==> config.mk <==
export PLATFORM = sky130hd
export DESIGN_NAME = color_event_arbiter
export DESIGN_NICKNAME = d
export VERILOG_FILES = /design/src/rtl/color_event_arbiter.sv
export SDC_FILE = /design/constraint.sdc
export NUM_CORES = 1
export LEC_CHECK = 0
export CAP_MARGIN = 20
export CORE_ASPECT_RATIO = 1.25
export CORE_MARGIN = 5
export CORE_UTILIZATION = 49
export CTS_CLUSTER_DIAMETER = 200
export CTS_CLUSTER_SIZE = 14
export DETAILED_ROUTE_END_ITERATION = 12
export PLACE_DENSITY = 0.83
export SLEW_MARGIN = 5
export SYNTH_ARGS = -nofsm -noshare
export SYNTH_HDL_FRONTEND = slang
export SYNTH_SLANG_ARGS = --single-unit
==> constraint.sdc <==
create_clock -name Clock -period 1.8 [get_ports Clock]
set_input_delay 0.18 -clock Clock [delete_from_list [all_inputs] [get_ports Clock]]
set_output_delay 0.18 -clock Clock [all_outputs]
set_load 0.05 [all_outputs]
==> src/rtl/color_event_arbiter.sv <==
// Color-change detector for NCH RGB sense channels; one pending event per channel, served round-robin on a valid/ready port.
// Optional build macro COLOR_DROP_CNT_EN adds an 8-bit saturating Drop_Count of lost (overrun) events.
module color_event_arbiter #(
    parameter int NCH = 4,
    parameter int CHW = 2
) (
    input  logic           Clock,
    input  logic           Reset,
    input  logic [NCH-1:0] Red,
    input  logic [NCH-1:0] Green,
    input  logic [NCH-1:0] Blue,
    input  logic           Out_Ready,
    output logic           Out_Valid,
    output logic [CHW-1:0] Out_Chan,
    output logic [1:0]     Out_Color,
    output logic           Busy,
    output logic [NCH-1:0] Overrun
`ifdef COLOR_DROP_CNT_EN
    ,
    output logic [7:0]     Drop_Count
`endif
);

    // Handshake: an event transfers on a rising edge where Out_Valid && Out_Ready;
    // while Out_Valid is high, Out_Chan/Out_Color hold stable until that edge.
    typedef enum logic {IDLE, OFFER} state_t;

    state_t         state, state_nxt;
    logic [1:0]     color      [NCH];
    logic [1:0]     last_color [NCH];
    logic [1:0]     pend_color [NCH];
    logic [NCH-1:0] pending;
    logic [NCH-1:0] chg;
    logic [NCH-1:0] grant_oh;
    logic [NCH-1:0] ovr_evt;
    logic           grant;
    logic [CHW-1:0] grant_idx;
    logic [CHW-1:0] ptr;

    always_comb begin
        for (int i = 0; i < NCH; i++) begin
            if (Red[i])        color[i] = 2'b00;
            else if (Green[i]) color[i] = 2'b01;
            else if (Blue[i])  color[i] = 2'b10;
            else               color[i] = 2'b11;
            chg[i] = (color[i] != last_color[i]);
        end
    end

    // Walk downward so the channel closest to ptr (smallest offset) is written last and wins.
    always_comb begin
        int idx;
        idx       = 0;
        grant     = 1'b0;
        grant_idx = '0;
        if (state == IDLE) begin
            for (int k = NCH - 1; k >= 0; k--) begin
                idx = (int'(ptr) + k) % NCH;
                if (pending[idx]) begin
                    grant     = 1'b1;
                    grant_idx = CHW'(idx);
                end
            end
        end
    end

    assign grant_oh = grant ? (NCH'(1) << grant_idx) : '0;
    // A change on the channel being granted refills its slot instead of counting as lost.
    assign ovr_evt  = chg & pending & ~grant_oh;
    assign Busy     = (|pending) | Out_Valid;

    always_comb begin
        state_nxt = state;
        case (state)
            IDLE:    if (grant)     state_nxt = OFFER;
            OFFER:   if (Out_Ready) state_nxt = IDLE;
            default: state_nxt = IDLE;
        endcase
    end

    always_ff @(posedge Clock or posedge Reset) begin
        if (Reset) state <= IDLE;
        else       state <= state_nxt;
    end

    always_ff @(posedge Clock or posedge Reset) begin
        if (Reset) begin
            for (int i = 0; i < NCH; i++) begin
                last_color[i] <= 2'b11;
                pend_color[i] <= 2'b11;
            end
            pending   <= '0;
            Overrun   <= '0;
            Out_Valid <= 1'b0;
            Out_Chan  <= '0;
            Out_Color <= 2'b11;
            ptr       <= '0;
        end else begin
            for (int i = 0; i < NCH; i++) begin
                if (chg[i]) begin
                    last_color[i] <= color[i];
                    pend_color[i] <= color[i];
                end
            end
            pending <= (pending & ~grant_oh) | chg;
            Overrun <= Overrun | ovr_evt;
            if (grant) begin
                Out_Valid <= 1'b1;
                Out_Chan  <= grant_idx;
                Out_Color <= pend_color[grant_idx];
            end else if (state == OFFER && Out_Ready) begin
                Out_Valid <= 1'b0;
                ptr       <= (Out_Chan == CHW'(NCH - 1)) ? '0 : Out_Chan + CHW'(1);
            end
        end
    end

`ifdef COLOR_DROP_CNT_EN
    logic [8:0] drop_sum;

    always_comb begin
        drop_sum = {1'b0, Drop_Count};
        for (int i = 0; i < NCH; i++) drop_sum = drop_sum + 9'(ovr_evt[i]);
    end

    always_ff @(posedge Clock or posedge Reset) begin
        if (Reset) Drop_Count <= '0;
        else       Drop_Count <= (drop_sum > 9'd255) ? 8'hFF : drop_sum[7:0];
    end
`endif

endmodule

==> impl_metrics.json, run 1 <==
{
  "place.gp.congestion": 1.00,
  "hold_viol_final": 0,
  "ys_warn_count": 0,
  "finalPower_mw": 1.76,
  "path_max_fanout": 6,
  "cts_root_buf": "clkbuf_4",
  "post-synth-top-area-fraction": 0.294,
  "drive_gt1_frac": 0.214,
  "setup_viol": 0,
  "finClkSkew_ps": 1.45,
  "num-nets-final": 157,
  "synth.top_cells.by_count": "dfrtp_1 (14), dfstp_2 (10), nor2_1 (10)",
  "tightestPinTransition_ps": 503,
  "finalSetupTns_ps": 0,
  "drtPass1Iterations": 4,
  "ir_worst_vdd_mv": 0.636,
  "maxCapViolCount": 0,
  "io_buffer_count": 24,
  "synth_area_leader_cell": "dfrtp_1",
  "min_period_over_period": 0.976,
  "synth_fp_nets": 127,
  "final_cell_area_sq_mm": 0.00153,
  "cts_sinks": 24,
  "cts_buffers": 3,
  "die_y_um": 65.2,
  "clkTransAtPathRegs_ps": 120,
  "grt_max_degree": 25,
  "crit_path_start_kind": "flip-flop",
  "postRouteWirelength_um": 2440,
  "synth.top_cells.by_area": "dfrtp_1 (29%), dfstp_2 (22%), xnor2_1 (4.4%)",
  "synthCells": 111,
  "synth_enable_flop_cells": 0,
  "area_growth_pct": 28.3,
  "end_kind": "flip-flop",
  "antenna_found_initial": 0,
  "fmax_mhz": 569,
  "first_global_vias": 941,
  "viasPerCell": 5.47,
  "criticalPathCategory": "flip-flop to flip-flop",
  "dpl_cell_area_sq_mm": 0.00147,
  "max_slew_margin": 0.664,
  "synth_cell_types": 36,
  "ys_async_sr_fraction": 1.00,
  "synth.cell_area_sq_mm": 0.00119,
  "diodes": 0,
  "fillers": 188,
  "place_inst": 168,
  "coreArea_sq_mm": 0.00238,
  "die-area_sq_mm": 0.00353,
  "routedWlPerCell_um": 14.1,
  "crit_required_ps": 2020,
  "rows": 20,
  "grt_pass1_wl_um": 4090,
  "io_pins": 25,
  "utilization": 0.644,
  "ys.flop_type": "dfrtp_1",
  "status": "complete, no violations",
  "dp_hpwl_um": 1950,
  "cts_tree": "built",
  "rsz0062_at_grt": "true",
  "hold_class": "input pin to async pin",
  "worst_skew_pair.late_latency_ps": 310,
  "die_w_um": 54.1,
  "synth-seq-cells": 24,
  "power_density_mw_per_mm2": 1150,
  "slew_viol_final": 0,
  "grt_remaining_overflow": 0,
  "min_period_ps": 1760,
  "power_leakage_nw": 0.637,
  "drc": 0,
  "hold_buffers": 0,
  "initial_utilization": 0.502,
  "htreeDepth": 1,
  "syn_avg_cell_area_sq_um": 10.7,
  "yosysSeqAreaShare": 0.514,
  "yosysMostFrequentCell": "dfrtp_1",
  "clock_path_buffers": 2,
  "drtAntennaViolNets": 0,
  "grt.total_usage": 0.160,
  "drtIter0Drc": 19,
  "via_count": 946,
  "final_cells": 173,
  "arrival_ps": 1970
}
[logic make-up (layout without fill, tap and decap cells)]
kind of cell,count (synthesis),count (layout),synth area share
muxes,2,2,0.0178
AOI/OAI and AO/OA,31,31,0.194
and+or+nand+nor,37,37,0.179
DFF,24,24,0.514
adders and majority gates,1,1,0.0105
buffers and inverters,8,37,0.0252
xor gates and xnor gates,8,8,0.0588
[state kept, by name, indices dropped and copies added, names as in the netlist]
name,flops
ptr,2
pend_color,8
state,1
Out_Color,2
pending,4
Out_Chan,2
Out_Valid,1
Overrun,4
[stage by stage]
step / worst slack [ps] / hold WS (ps)
after floorplan: 218 / 187
after global placement: 172 / 451
after detailed placement: 107 / 463
after CTS: 0.905 / 199
after global routing: -33.2 / 215
final: 43.3 / 197
[layer usage]
metal	GRT usage	vias up	wire length [um]
met3	0.0204	11	100
li1	-	451	-
met1	0.186	448	928
met2	0.256	36	1310
met4	0.125	0	106
met5	0	-	0
[placed cells by master (no fill, tap or decap), types with 2 or more instances in the layout]
cell type / Yosys / final
dfrtp_2: 0 / 2
dfrtp_1: 14 / 12
or3_1: 2 / 2
a21boi_0: 2 / 2
and3_1: 2 / 2
nor2b_1: 2 / 2
clkbuf_4: 0 / 3
dfstp_2: 10 / 10
xor2_1: 2 / 2
a31o_1: 3 / 3
xnor2_1: 6 / 6
inv_1: 7 / 7
o21ai_0: 2 / 2
nand4_1: 2 / 2
o31ai_1: 2 / 2
nand2b_1: 5 / 5
nand2_1: 8 / 8
clkdlybuf4s50_1: 0 / 20
a211oi_1: 4 / 4
a21o_1: 4 / 4
nor2_1: 10 / 10
buf_4: 0 / 5
a311oi_1: 2 / 2
a21oi_1: 6 / 6
[where the power goes]
group          internal, mW  switching, mW  total [mW]  leakage [nW]
registers             0.650          0.108       0.758         0.246
logic                 0.301          0.427       0.728         0.370
clock network         0.124          0.153       0.277        0.0210
total                  1.07          0.688        1.76         0.637
[final timing paths]
path | start | end | slack [ps] | cells after the start
worst max register to register | pending[1] | Overrun[1] | 40 | 6
worst min-delay path | Reset | Overrun[2] | 200 | 3
max in group asynchronous | Reset | pend_color[4] | 1320 | 3
worst min register to register | Overrun[3] | Overrun[3] | 490 | 1
worst max-delay path | pending[1] | Overrun[1] | 40 | 6
min in group Clock | Green[2] | pend_color[3] | 390 | 2
[cell type report]
cell class,count,area (sq um),share of cell area
flip-flops and latches,24,616,0.402
multi-input cells,79,561,0.366
repair buffers,26,250,0.164
well taps,33,41.3,0.0270
clock buffers,4,36.3,0.0237
inverters,7,26.3,0.0172
[worst max-delay path, cell delays in order, from the launching register on]
cell and delay, ps:
dfrtp_2 440, buf_4 130, nand2b_1 170, nand4b_4 140, and2_4 200, or3_1 360
a31o_1 220
[repair_timing]
action | in CTS | in global routing
endpoints found under the setup margin | 1 | 3
pin swaps | 0 | 1
gates resized for setup | 1 | 4
setup buffers | 0 | 1
gates cloned | 0 | 0
Note: power is estimated with default switching activity, not from simulation.
==> run 2: changes to the inputs <==
- CORE_ASPECT_RATIO: 1.25 -> default
- HOLD_SLACK_MARGIN: default -> 0.03
- RECOVER_POWER: default -> 100
==> run 2 against run 1 <==
Compared with the run above: highest routed layer unchanged; critical endpoint is now Busy; combinational power increased by 2.9%; fmax about the same; total power increased by 1.7%; design area increased by 1.1%; register-to-register slack about the same; wire length increased by 5.1%; cell count decreased by 1.7%; die area decreased by 0.17%.
==> impl_metrics.json, run 2 (synthesis gave the netlist of run 1 again) <==
{
  "clkPwrFrac": 0.157,
  "grt_max_degree": 25,
  "slew_viol_final": 0,
  "clock_path_buffers": 2,
  "die_y_um": 59.3,
  "max_slew_margin": 0.149,
  "status": "complete, no violations",
  "diodes": 0,
  "r2r_slack_ps": 50,
  "place_inst": 164,
  "seq_power_share": 0.425,
  "switching_share": 0.401,
  "criticalPathCategory": "flip-flop to output pin",
  "final_cells": 170,
  "clkTransAtPathRegs_ps": 130,
  "reg.largest.list": "pend_color (8), Overrun (4), pending (4)",
  "io_pins": 25,
  "fmax_mhz": 569,
  "grt.total_usage": 0.156,
  "first_global_vias": 937,
  "cts_sinks": 24,
  "rows": 17,
  "worst_skew_pair.late_latency_ps": 310,
  "drtPass1Iterations": 4,
  "ir_worst_vdd_mv": 0.851,
  "maxCapViolCount": 0,
  "postRouteWirelength_um": 2570,
  "min_period_ps": 1760,
  "dp_slack_ps": 44.0,
  "hold_viol_final": 0,
  "top_layer": "met4",
  "hold_buffers": 0,
  "drtIter0Drc": 39,
  "setup_viol": 0,
  "met3_length_um": 98,
  "area_growth_pct": 29.8,
  "final_common_cell": "clkdlybuf4s50_1",
  "dp_hpwl_um": 1960,
  "final_cell_mix": "clkdlybuf4s50_1 (17), dfrtp_1 (11), dfstp_2 (10), nor2_1 (10), nand2_1 (8)",
  "combPwrFrac": 0.418,
  "path_max_fanout": 5,
  "hold_class": "input pin to flip-flop",
  "largest_register_ffs": 8,
  "internal-power_mw": 1.07,
  "antenna_found_initial": 0,
  "cts_buffers": 3,
  "regMostFlops": "pend_color",
  "finalSetupTns_ps": 0,
  "grt_pass1_wl_um": 4190,
  "end_kind": "output pin",
  "power_density_mw_per_mm2": 1160,
  "wl_met2_um": 1370,
  "cts_tree": "built",
  "arrival_ps": 1580,
  "io_buffer_count": 24,
  "via_count": 958,
  "post-route-worst-setup-slack_ps": 43.6,
  "crit_required_ps": 1620,
  "initial_utilization": 0.524,
  "routedWlPerCell_um": 15.1,
  "viasPerCell": 5.64,
  "wl_met1_um": 1090,
  "grt_remaining_overflow": 0,
  "tightestPinTransition_ps": 1280,
  "place.gp.congestion": 0.850,
  "rsz0062_at_grt": "true",
  "min_period_over_period": 0.976,
  "drc": 0,
  "coreArea_sq_mm": 0.00228,
  "drtAntennaViolNets": 0,
  "die_w_um": 59.3,
  "num-nets-final": 159,
  "drive_gt1_frac": 0.218,
  "crit_path_start_kind": "flip-flop",
  "power_leakage_nw": 0.626,
  "die-area_sq_mm": 0.00352,
  "htreeDepth": 1,
  "cts_root_buf": "clkbuf_4",
  "p_switching_mw": 0.719,
  "finClkSkew_ps": 1.34
}
## run 2: what timing repair did
item / CTS / global route
endpoints found under the hold margin: 0 / 0
buffers inserted: 1 / 1
endpoints found under the setup margin: 1 / 6
pin swaps: 0 / 1
resized for setup: 2 / 6
## run 2: layout make-up
class	count	area, sq um
Fill cell	175	728
Sequential cell	24	617
Multi-Input combinational cell	79	582
Timing Repair Buffer	28	251
Clock buffer	4	36.3
Tap cell	28	35.0
Inverter	7	26.3
## run 2: through the flow
stage           util  instance area (sq um)  total power [mW]  hold WS, ps
2_1_floorplan      -                   1190              1.27          187
3_3_place_gp   0.647                   1470              1.46          451
3_5_place_dp   0.647                   1470              1.49          457
4_1_cts        0.668                   1520              1.77          202
5_1_grt        0.680                   1550              1.90          392
6_report       0.680                   1550              1.79          398
## run 2: power groups by stage
stage / combinational, mW / clock, mW / sequential, mW
global route: 0.812 / 0.312 / 0.780
global placement: 0.701 / 0 / 0.757
detailed placement: 0.723 / 0 / 0.763
finish: 0.749 / 0.282 / 0.762
floorplan: 0.378 / 0 / 0.891
CTS: 0.732 / 0.290 / 0.752
## run 2: final timing paths
path	start	to	cells after the start
max in group asynchronous	Reset	pending[1]	3
min in group asynchronous	Reset	pending[0]	3
max reg2reg	pending[0]	Overrun[1]	5
min	Red[3]	pend_color[0]	2
min reg2reg	Overrun[1]	Overrun[1]	1
max	pending[1]	Busy	5
## run 2: layer usage
layer / vias up / GRT usage
li1: 463 / -
met1: 466 / 0.199
met2: 27 / 0.270
met3: 2 / 0.0196
met4: 0 / 0.0518
met5: - / 0
## run 2: worst max-delay path, cell delays in order (launching register included)
cell and delay [ps]:
dfrtp_2 460, or2_4 290, nor3_4 140, buf_4 140, nand2b_1 50, buf_4 180
==> run 3: changes to the inputs <==
- CAP_MARGIN: 20 -> 30
==> results of run 3 <==
Final layout, timing and power as in run 2 (identical DEF).
